**config.mk**
```make
export PLATFORM = sky130hd
export DESIGN_NAME = hazard_forward_unit
export DESIGN_NICKNAME = d
export VERILOG_FILES = /design/src/rtl/hazard_forward_unit.sv
export SDC_FILE = /design/constraint.sdc
export NUM_CORES = 1
export LEC_CHECK = 0
export ABC_AREA = 1
export CAP_MARGIN = 20
export CORE_ASPECT_RATIO = 0.75
export CORE_MARGIN = 2
export CORE_UTILIZATION = 31
export DETAILED_ROUTE_END_ITERATION = 7
export PLACE_DENSITY_LB_ADDON = 0.25
export RECOVER_POWER = 25
export SKIP_LAST_GASP = 1
export SLEW_MARGIN = 10
export SYNTH_ARGS = -nofsm -noshare
export SYNTH_HDL_FRONTEND = slang
export SYNTH_SLANG_ARGS = --single-unit
export TNS_END_PERCENT = 50
```
**constraint.sdc**
```tcl
create_clock -name clk_i -period 1.95 [get_ports clk_i]
set_input_delay 0.39 -clock clk_i [delete_from_list [all_inputs] [get_ports clk_i]]
set_output_delay 0.39 -clock clk_i [all_outputs]
set_load 0.005 [all_outputs]
```
**src/rtl/hazard_forward_unit.sv**
```systemverilog
// Forwarding and hazard unit. It tracks the destination tags of in-flight instructions, drives the
// ALU/store-data bypass selects and the load-use and multdiv stalls, and keeps the multdiv scoreboard.
module hazard_forward_unit #(
  parameter int unsigned AW         = 5,
  parameter int unsigned FWD_DEPTH  = 2,
  parameter int unsigned MD_LATENCY = 32,
  localparam int unsigned SW = $clog2(FWD_DEPTH + 1),
  localparam int unsigned CW = $clog2(MD_LATENCY + 1)
) (
  input  logic          clk_i,
  input  logic          rst_ni,
  input  logic          fd_valid_i,
  input  logic [AW-1:0] fd_rs_a_i,
  input  logic [AW-1:0] fd_rs_b_i,
  input  logic          fd_uses_a_i,
  input  logic          fd_uses_b_i,
  input  logic [AW-1:0] fd_rd_i,
  input  logic          fd_wr_en_i,
  input  logic          fd_is_load_i,
  input  logic          fd_is_store_i,
  input  logic          fd_is_md_i,
  input  logic          flush_i,
  output logic          stall_o,
  output logic [SW-1:0] dx_a_sel_o,
  output logic [SW-1:0] dx_b_sel_o,
  output logic          mem_sel_o,
  output logic          md_busy_o,
  output logic          md_done_o,
  output logic [AW-1:0] md_rd_o
);

  typedef struct packed {
    logic [AW-1:0] rs_a;
    logic [AW-1:0] rs_b;
    logic          uses_a;
    logic          uses_b;
    logic [AW-1:0] rd;
    logic          wr_en;
    logic          is_load;
    logic          is_store;
  } tag_t;

  // Index 0 is DX; index k is post-execute stage k.
  tag_t          stage_q [FWD_DEPTH+1];
  tag_t          dx_d;
  logic [CW-1:0] md_cnt_q, md_cnt_d;
  logic [AW-1:0] md_rd_q, md_rd_d;
  logic          issue;
  logic          load_use;
  logic          md_stall;

  function automatic logic writes_reg(tag_t t, logic [AW-1:0] r);
    return t.wr_en && (t.rd != '0) && (t.rd == r);
  endfunction

  always_comb begin
    load_use = stage_q[0].is_load && stage_q[0].wr_en && (stage_q[0].rd != '0) && fd_valid_i &&
               ((fd_uses_a_i && (fd_rs_a_i == stage_q[0].rd)) ||
                (fd_uses_b_i && (fd_rs_b_i == stage_q[0].rd) && !fd_is_store_i));
  end

  always_comb begin
    md_stall = md_busy_o && fd_valid_i &&
               (fd_is_md_i ||
                ((md_rd_q != '0) && ((fd_uses_a_i && (fd_rs_a_i == md_rd_q)) ||
                                     (fd_uses_b_i && (fd_rs_b_i == md_rd_q)))) ||
                (fd_wr_en_i && (fd_rd_i == md_rd_q)));
  end

  always_comb begin
    stall_o = (load_use || md_stall) && !flush_i;
    issue   = fd_valid_i && !stall_o && !flush_i;
  end

  // Multdiv results return via the scoreboard, so they never claim a forwarding slot.
  always_comb begin
    dx_d = '0;
    if (issue) begin
      dx_d.rs_a     = fd_rs_a_i;
      dx_d.rs_b     = fd_rs_b_i;
      dx_d.uses_a   = fd_uses_a_i;
      dx_d.uses_b   = fd_uses_b_i;
      dx_d.rd       = fd_rd_i;
      dx_d.wr_en    = fd_wr_en_i && !fd_is_md_i;
      dx_d.is_load  = fd_is_load_i;
      dx_d.is_store = fd_is_store_i;
    end
  end

  always_ff @(posedge clk_i or negedge rst_ni) begin
    if (!rst_ni) begin
      for (int k = 0; k <= int'(FWD_DEPTH); k++) begin
        stage_q[k] <= '0;
      end
    end else begin
      stage_q[0] <= dx_d;
      for (int k = 1; k <= int'(FWD_DEPTH); k++) begin
        stage_q[k] <= stage_q[k-1];
      end
    end
  end

  // Walk from the oldest stage down so the youngest matching producer wins.
  always_comb begin
    dx_a_sel_o = '0;
    dx_b_sel_o = '0;
    for (int k = int'(FWD_DEPTH); k >= 1; k--) begin
      if (stage_q[0].uses_a && writes_reg(stage_q[k], stage_q[0].rs_a)) begin
        dx_a_sel_o = SW'(k);
      end
      if (stage_q[0].uses_b && writes_reg(stage_q[k], stage_q[0].rs_b)) begin
        dx_b_sel_o = SW'(k);
      end
    end
  end

  always_comb begin
    mem_sel_o = stage_q[1].is_store && stage_q[2].is_load &&
                writes_reg(stage_q[2], stage_q[1].rs_b);
  end

  always_comb begin
    md_rd_d  = md_rd_q;
    md_cnt_d = md_cnt_q;
    if (issue && fd_is_md_i) begin
      md_cnt_d = CW'(MD_LATENCY);
      md_rd_d  = fd_rd_i;
    end else if (md_cnt_q != '0) begin
      md_cnt_d = md_cnt_q - CW'(1);
    end
  end

  always_ff @(posedge clk_i or negedge rst_ni) begin
    if (!rst_ni) begin
      md_cnt_q <= '0;
      md_rd_q  <= '0;
    end else begin
      md_cnt_q <= md_cnt_d;
      md_rd_q  <= md_rd_d;
    end
  end

  assign md_busy_o = (md_cnt_q != '0);
  assign md_done_o = (md_cnt_q == CW'(1));
  assign md_rd_o   = md_rd_q;

endmodule

```
==> flow_summary_export.csv, run 1 <==
group,metric,value,unit
timing,final-setup-viol-count,4,
synth,ys_async_sr_fraction,100,%
timing,fmax,464,MHz
routing,drt_iter0_markers,107,
timing,relSlewSlack,16.7,%
timing,maxSlewViolCount,0,
placed_design,io_buffers,37,
run,max-cap-violations,0,
synth,ys_warn_count,0,
timing,period_share,111,%
layout,num_antenna_cells,0,
setup_path,start_kind,"flip-flop",
setup_path,cp.arrival,1.77,ns
placed_design,hpwl,5.12,mm
global_route,grt_first_pass_wirelength,11.4,mm
clocking,clockRootBuffer,"clkbuf_8",
setup_path,path_cells,"buf_4 -> xor2_1 -> nor4_2 -> o2111ai_1 -> nor2_1 -> buf_2",
floorplan,ios,38,
synth,synth-seq-cells,51,
routing,route.detailed.drc,0,
floorplan,dieArea,0.00889,mm²
routing,via_per_inst,4.40,
layout,nets,473,
clocking,hold_buffers,0,
synth,syn_nets,344,
synth,syn_inst,317,
floorplan,coreArea,0.00788,mm²
routing,vias,2428,
floorplan,initial_core_util,32.0,%
global_route,grt_overflow,0,
clocking,clk_latency,0.31,ns
setup_path,slowest_stage,"dfrtp_2",
layout,drive_gt1_share,33.3,%
routing,first_pass_iters,4,
timing,clock_skew,0.00860,ns
timing,worst_pin_slew,1.25,ns
layout,syn2layout_area_growth,54.2,%
setup_path,max_stage_delay,0.46,ns
synth,syn_area_per_cell,7.97,µm²
run_status,status,"complete, but fails checks",
timing,final-hold-violation-count,0,
global_route,grt_usage,16.6,%
floorplan,die_h,82.2,µm
power_and_ir_drop,power_density,736,mW/mm²
global_route,antenna_found_initial,0,
placed_design,place.gp.congestion,0.877,
floorplan,die_w,108,µm
setup_path,cp_num_buf_inv,2,
synth,synth_enable_flop_cells,0,
floorplan,rows,28,
routing,avgRoutedWirePerCell,12.6,µm
clocking,cts_max_path_buffers,2,
setup_path,crit_family,"flip-flops",
timing,grt_setup_unrepaired,"true",
clocking,cts_tree,"yes",
synth,synth-main-ff-cell,"dfrtp_1",
clocking,cts.htree.levels,2,
global_route,first_global_vias,2417,
clocking,clk_pin_slew,0.09,ns
setup_path,critPathKind,"flip-flop to output port",
timing,setup_ws,-0.206,ns
hold_path,hold_path.class,"flip-flop to flip-flop",
synth,synth.distinct_cells,27,
clocking,cts_buffers,5,
setup_path,cp-end-kind,"output port",
run_status,violations,"negative setup slack",
setup_path,worst_ep_required_time,1.56,ns
routing,routed_wl,6.94,mm
setup_path,path_max_fanout,4,
synth,seq_area_frac_synth,50.5,%
global_route,grt_start_max_net_pins,52,
power_and_ir_drop,power.leakage,2.07,nW
clocking,clock_sinks,51,
timing,timing.setup.tns,-0.471,ns
synth,synthesis.area,0.00252,mm²
routing,postRouteAntennaNets,0,
placed_design,place_area,0.00353,mm²
timing,period_minus_slack,2.16,ns
layout,final_cell_area,0.00389,mm²
power_and_ir_drop,ir_drop,0.345,mV
layout,fin_util,49.4,%
logic make-up (layout without fill, tap and decap cells):
logic type	count (synthesis)	count (layout)	synth area share [%]
buffers and inverters	53	183	8.47
XOR/XNOR	10	10	3.47
flip-flops	51	51	50.5
AO/OA/AOI/OAI	35	35	8.97
adder cells (fa/ha/maj)	2	2	0.991
AND/OR/NAND/NOR	166	166	27.6
sequential cells by signal, summed over array words and instances, names as in the netlist:
name / cells
md_rd_o: 5
stage_q: 40
md_cnt_q: 6
per-stage QoR:
| step | instances | total power [mW] | worst slack (ns) | hold WS (ns) |
|---|---|---|---|---|
| 2_1_floorplan | 317 | 1.67 | 0.311 | 0.0944 |
| 3_3_place_gp | 526 | 2.12 | -0.773 | 0.340 |
| 3_5_place_dp | 526 | 2.14 | -0.776 | 0.336 |
| 4_1_cts | 545 | 2.83 | -0.171 | 0.0560 |
| 5_1_grt | 552 | 3.08 | -0.380 | 0.363 |
| 6_report | 552 | 2.86 | -0.206 | 0.356 |
synth_stat cells, types with 2 or more instances:
| cell | count | share of area, % |
|---|---|---|
| a21oi_1 | 4 | 0.79 |
| a31oi_1 | 2 | 0.50 |
| buf_6 | 2 | 0.89 |
| dfrtp_1 | 51 | 51 |
| ha_1 | 2 | 0.99 |
| inv_1 | 48 | 7.1 |
| inv_2 | 3 | 0.45 |
| nand2_1 | 83 | 12 |
| nand2_2 | 2 | 0.50 |
| nand3_1 | 12 | 2.4 |
| nand4_1 | 7 | 1.7 |
| nor2_1 | 47 | 7.0 |
| nor3_1 | 6 | 1.2 |
| nor4_1 | 4 | 0.99 |
| o2111ai_1 | 5 | 1.7 |
| o211ai_1 | 2 | 0.59 |
| o21ai_0 | 14 | 2.8 |
| o22ai_1 | 5 | 1.2 |
| or2_2 | 2 | 0.50 |
| xnor2_1 | 5 | 1.7 |
| xor2_1 | 5 | 1.7 |
worst register-to-register path, cell delays in order, from the launching register on:
cell	delay, ns
dfrtp_1	0.44
buf_6	0.14
nor3_4	0.18
nand3_2	0.09
nand4_1	0.14
a21oi_2	0.07
a21oi_4	0.13
buf_4	0.12
buf_4	0.16
nand2_8	0.12
nor2_1	0.14
metal layers:
metal	vias up	GRT usage, %	routed length, µm
met5	-	0	0
met4	0	4.36	49
met3	5	3.06	282
met2	42	27.9	3230
met1	1117	22.2	3370
li1	1264	-	-
final timing paths:
kind / slack [ns] / startpoint / depth (start not counted) / endpoint
setup / recovery: -0.21 / stage_q[5] / 6 / dx_b_sel_o[1]
hold / removal: 0.36 / stage_q[40] / 0 / stage_q[20]
setup reg to reg: 0.15 / stage_q[45] / 10 / stage_q[50]
hold reg to reg: 0.36 / stage_q[40] / 0 / stage_q[20]
max in group asynchronous: 0.68 / rst_ni / 2 / stage_q[25]
min in group asynchronous: 0.42 / rst_ni / 2 / md_cnt_q[0]
area by class of cell:
type | instances | area (µm²)
clock buffers | 6 | 82.6
multi-input cells | 213 | 1180
flip-flops and latches | 51 | 1280
clock inverters | 2 | 16.3
fillers | 770 | 3990
well taps | 105 | 131
repair buffers | 124 | 1010
inverters | 51 | 191
repair_timing:
| item | CTS | global route |
|---|---|---|
| setup endpoints to repair | 28 | 27 |
| buffers inserted | 11 | 8 |
| pin swaps | 20 | 20 |
| resized for setup | 71 | 25 |
where the power goes:
group          total [mW]  internal [mW]  switching [mW]
Combinational       0.924          0.468           0.456
Clock               0.655          0.290           0.365
Sequential           1.28           1.18           0.107
cell usage in the layout, fill, tap and decap left out, types with 2 or more instances in the layout:
master and instances:
xor2_1 4, nor4_2 3, xnor2_1 4, buf_2 6, inv_1 39, nor2_2 2
o2111ai_1 4, nand4_1 7, clkdlybuf4s50_1 12, nor3_2 4, nand3_1 11, o21ai_0 11
a21oi_1 3, dfrtp_2 6, o211ai_1 2, inv_2 12, nand2_2 6, clkbuf_8 6
o21ai_1 3, dfrtp_1 45, o22ai_1 5, buf_6 9, buf_4 78, dlygate4sd2_1 16
a31oi_1 2, nor2_1 46, nand2_1 79, dlymetal6s2s_1 2
(Power assumes the default switching activity.)
==> run 2, diff against run 1 <==
CTS_CLUSTER_SIZE = 28   (was unset)
GPL_ROUTABILITY_DRIVEN = 1   (was unset)
==> results of run 2 <==
The final DEF is identical to that of run 1; final timing and power are the same.
==> run 3, diff against run 2 <==
CTS_CLUSTER_DIAMETER = 60   (was unset)
==> results of run 3 <==
The final DEF is identical to that of run 1; final timing and power are the same.
